--- src/rtl/pla_chk_pkg.sv ---
// Shared types and default sizes for the PLA response checker.
// Contents:
//   N_IN_DEF / N_OUT_DEF - default input-vector and response widths
//   TBL_DEPTH            - expected-table depth for the default input width
//   chk_state_e          - run-control FSM states
package pla_chk_pkg;

    localparam int unsigned N_IN_DEF  = 4;
    localparam int unsigned N_OUT_DEF = 4;
    localparam int unsigned TBL_DEPTH = 2 ** N_IN_DEF;

    typedef enum logic [1:0] {
        StIdle,
        StRun,
        StDrain,
        StDone
    } chk_state_e;

endpackage

--- src/rtl/pla_exp_table.sv ---
// Expected-response register file: one synchronous write port, one combinational
// read port, every entry cleared by asynchronous reset.
// Ports:
//   clk, rst            - clock, asynchronous active-high reset
//   i_we/i_waddr/i_wdata - write strobe, index, data
//   i_raddr / o_rdata   - combinational read
module pla_exp_table
    import pla_chk_pkg::*;
#(
    parameter int unsigned N_IN  = N_IN_DEF,
    parameter int unsigned N_OUT = N_OUT_DEF
) (
    input  logic             clk,
    input  logic             rst,
    input  logic             i_we,
    input  logic [N_IN-1:0]  i_waddr,
    input  logic [N_OUT-1:0] i_wdata,
    input  logic [N_IN-1:0]  i_raddr,
    output logic [N_OUT-1:0] o_rdata
);

    logic [N_OUT-1:0] r_mem [2**N_IN];

    always_ff @(posedge clk or posedge rst) begin
        if (rst) begin
            for (int i = 0; i < 2**N_IN; i++) begin
                r_mem[i] <= '0;
            end
        end else if (i_we) begin
            r_mem[i_waddr] <= i_wdata;
        end
    end

    assign o_rdata = r_mem[i_raddr];

endmodule

--- config.mk ---
export PLATFORM = sky130hd
export DESIGN_NAME = pla_exp_table
export DESIGN_NICKNAME = d
export VERILOG_FILES = /design/src/rtl/pla_chk_pkg.sv /design/src/rtl/pla_exp_table.sv
export SDC_FILE = /design/constraint.sdc
export NUM_CORES = 1
export LEC_CHECK = 0
export BUFFER_PORTS_ARGS = -buffer_cell sky130_fd_sc_hd__buf_2
export CAP_MARGIN = 40
export CORE_UTILIZATION = 50
export DETAILED_ROUTE_END_ITERATION = 6
export GPL_TIMING_DRIVEN = 0
export HOLD_SLACK_MARGIN = 0.02
export PLACE_DENSITY = 0.68
export SYNTH_ARGS = -nofsm -noshare
export SYNTH_HDL_FRONTEND = slang
export SYNTH_SLANG_ARGS = --single-unit
--- constraint.sdc ---
create_clock -name clk -period 4 [get_ports clk]
set_input_delay 0.4 -clock clk [delete_from_list [all_inputs] [get_ports clk]]
set_output_delay 0.4 -clock clk [all_outputs]
set_load 0.05 [all_outputs]
=== Word level (Yosys, flattened, before mapping) ===
Cells that the tools add are included.

* Shift-type cells: 0
* Divide/modulo/power cells: 0
* Bitwise operators: 2
* Mux-type cells: 6
* $lt $le $gt $ge: 3
* Add/subtract/negate cells: 0
* Reductions and logical operators: 1
* Equality and inequality tests: 0
* Multipliers: 0

{| class="wikitable"
|+ Operators by type and width
! operator !! count
|-
| $bwmux W64 || 1
|-
| $bmux W4 S4 || 1
|-
| $demux W4 S4 || 1
|-
| $mux W4 || 3
|-
| $ge A5 B5 Y1 const B || 2
|-
| $not A4 Y5 || 2
|-
| $lt A5 B1 Y1 const B || 1
|-
| $logic_and A1 B1 Y1 || 1
|}

* Word-level logic and storage cells: 28
* Bits in read-only memories: 0
* Output and inout port bits: 4
* Memory bits (writable): 0
* Latch bits: 0
* Input bits: 15
* Memories: 0
* Register bits after elaboration: 64

=== Depth between registers and ports, before layout ===
* Depth in word-level cells: 6
* Mapped depth: 5
* Gate-level depth less buffers: 3

=== Least setup slack after synthesis ===
OpenSTA, ideal clock, no wires.

* Kind: in2out
* Start point: in i_raddr[0]
* End point: out o_rdata[0]
* Stages on the path: 5
* Buffers on the path: 2
* Path slack: 1.767 ns
* Arrival: 1.833 ns
* Path through: buf_4 > buf_4 > mux4_2 > a22oi_1 > nand3_1

* Cells in the longest elaborated chain, start to end: 4

{| class="wikitable"
|+ RTL lines
! element !! line !! RTL
|-
| start, declared || pla_exp_table.sv:18 || <nowiki>input logic [N_IN-1:0] i_raddr,</nowiki>
|-
| $not A4 Y5 (not written as such) || pla_exp_table.sv:34 || <nowiki>assign o_rdata = r_mem[i_raddr];</nowiki>
|-
| $bmux W4 S4 || pla_exp_table.sv:34 ||
|-
| $mux W4 (not written as such) (2 in series) || pla_exp_table.sv:34 ||
|-
| end, declared || pla_exp_table.sv:19 || <nowiki>output logic [N_OUT-1:0] o_rdata</nowiki>
|}

Every way passes these cells. The select of a mux whose other input is x is not followed.

=== Worst setup path in the final report ===
* Start point: in i_raddr[1]
* End point: out o_rdata[1]

The elaborated chain is that of the path after synthesis.

==> results.ini <==
[status]
status=finished clean

[logic_synthesis]
syn_area_per_cell_um2=14.89
synth_cell_types=21
syn_inst=202
synth.area.top_cells=dfrtp_1 (53%), mux2_2 (22%), mux4_2 (12%)
synth_fp_nets=217
synth_top_area_cell=dfrtp_1
syn-cell-area_um2=3008
synth_most_common_cell=dfrtp_1
ys_ff_latch=64
synth_flop_cell=dfrtp_1
ys_seq_area_share_pct=53.24
async_flop_share_pct=100.0
synth_warnings=0
synth_top_area_share_pct=53.24
synth_commonest_cells=dfrtp_1 (64), mux2_2 (60), mux4_2 (16)
synth_edf_count=0

[worst_setup_path]
cp-start-kind=primary input
path_common_cell=buf_2
worstPathMaxFanout=10
r2r_slack_ns=3.22
crit_end=o_rdata[1]
cpPeakStageDelay_ns=0.41
arrival_ns=2.21
cp_cell_sequence=clkbuf_1, buf_2, mux4_2, a22oi_1, nand3_1, buf_2
rr_startpoint=r_mem[19]
critPathKind=primary input to output pin
cp_slowest_cell=buf_2
cp-startpoint=i_raddr[1]
rr_worst_depth=1
crit_path_end_kind=output pin
worstPathRequired_ns=3.60
reg2reg_to=r_mem[19]

[global_route]
track_usage_pct=24.03
grt_pass1_wl_um=10740
antenna_found_initial=0
grt-ovfl-total=0
grt_max_degree=41
grt_pass1_vias=2036

[layout]
antenna-diode-count=0
largest_register_ff_count=64
drive_gt1_share_pct=51.29
n_fill_cell=426
top_regs=r_mem x64
stdcell_count=304
multi_input_area_um2=1349
ff_latch_area_um2=1602
design_area_um2=3393
final_util_pct=60.15
nets=243
syn2layout_area_growth_pct=12.81
regMostFlops=r_mem

[drt]
final_antenna_net_count=0
maxUsedRoutingLayer=met4
dr_total_vias=1828
vias_per_cell=6.013
drtIter0Drc=161
wl_um=6643
route.met3.wl_um=276
first_pass_iters=4
wl_met2_um=3343
wl_met1_um=2858
wl_per_cell_um=21.85
route.detailed.drc=0

[die]
die-area_um2=6330
dieWidth_um=79.56
initial_core_util_pct=53.32
fp.dieH_um=79.56
num_rows=27
coreArea_um2=5642
ios=19

[clocking]
clk_latency_ns=0.34
cts_tree=built
cts_resized=0
clk_pin_slew_ns=0.06
cts.sinks=64
clk_path_buf_depth=2
postCtsHoldBufs=0
post_cts_buffers=0
root_buffer=clkbuf_8
htreeDepth=3
cts_buffers=9

[timing]
min_period_ns=2.607
hold_ws_ns=0.1039
fin_setup_tns_ns=0
rsz0062_at_grt=false
final_hold_viol_count=0
clock_skew_ns=0
period_share_pct=65.17
slew_headroom_pct=56.10
slew_viol_final=0
finalWorstSetupSlack_ns=1.393
worst_slew_pin_slew_ns=0.6534
max_freq_mhz=383.6
finalSetupViolCount=0

[run]
maxCapViolations=0

[power]
p_per_area_nw_per_um2=535.4
ir_drop_uv=235.2
p_total_mw=1.817
leakage_nw=1.466

[placed_design]
hpwl_um=4770
pre_cts_slack_ns=1.443
dpl_cell_area_um2=3188
place.gp.congestion=0.9233
dp_cells=289
portBuffers=14

[min_path]
min_path_type=primary input to async pin

[layout by cell type, fill, tap and decap left out, drive strengths merged]
cell,n
dfrtp,64
mux2,64
buf,21
clkbuf,17
mux4,16
nand3,11
nor2,8
nand2,7
nand2b,4
a22oi,4
nand3b,3
nor3,3
nor3b,2
nor2b,2
clkinv,2
or3,1
or4,1
inv,1
bufinv,1
[worst max-delay path: cells and delay by family]
kind	cells	cell delay, ns
and+or+nand+nor	1	0.12
AOI/OAI and AO/OA	1	0.30
buffers and inverters	3	1.01
muxes	1	0.37
[where the power goes]
part,internal (mW),leakage [nW],switching [mW]
Clock,0.333,0.108,0.231
Sequential,0.798,0.785,0.0807
Combinational,0.210,0.573,0.164
Total,1.34,1.47,0.476
[layer usage]
layer	vias to the layer above	track usage, %
met3	15	3.886
met2	66	39.06
met5	-	0
met1	942	30.93
li1	805	-
met4	0	12.73
[how the worst min path moves through the flow]
stage / startpoint / endpoint / slack, ns / cells after the start
5_1_grt: rst / r_mem[37] / 0.14 / 2
6_report: rst / r_mem[37] / 0.10 / 2
2_1_floorplan: r_mem[20] / r_mem[20] / 0.47 / 1
3_5_place_dp: rst / r_mem[37] / 0.47 / 2
4_1_cts: rst / r_mem[33] / 0.11 / 2
3_3_place_gp: r_mem[23] / r_mem[23] / 0.48 / 1
[cell families (layout without fill, tap and decap cells)]
family,Yosys count,after routing,share of synthesized area [%]
mux,80,80,36.44
flops,64,64,53.24
simple gates,42,42,7.404
buf+inv,12,42,1.913
compound gates,4,4,0.9984
[final cells by class]
| type | count | area share, % |
|---|---|---|
| Buffer | 11 | 1.586 |
| Clock buffer | 12 | 4.867 |
| Clock inverter | 3 | 1.180 |
| Inverter | 1 | 0.1106 |
| Multi-Input combinational cell | 126 | 39.75 |
| Sequential cell | 64 | 47.20 |
| Tap cell | 72 | 2.655 |
| Timing Repair Buffer | 15 | 2.655 |
(Power assumes the default switching activity.)
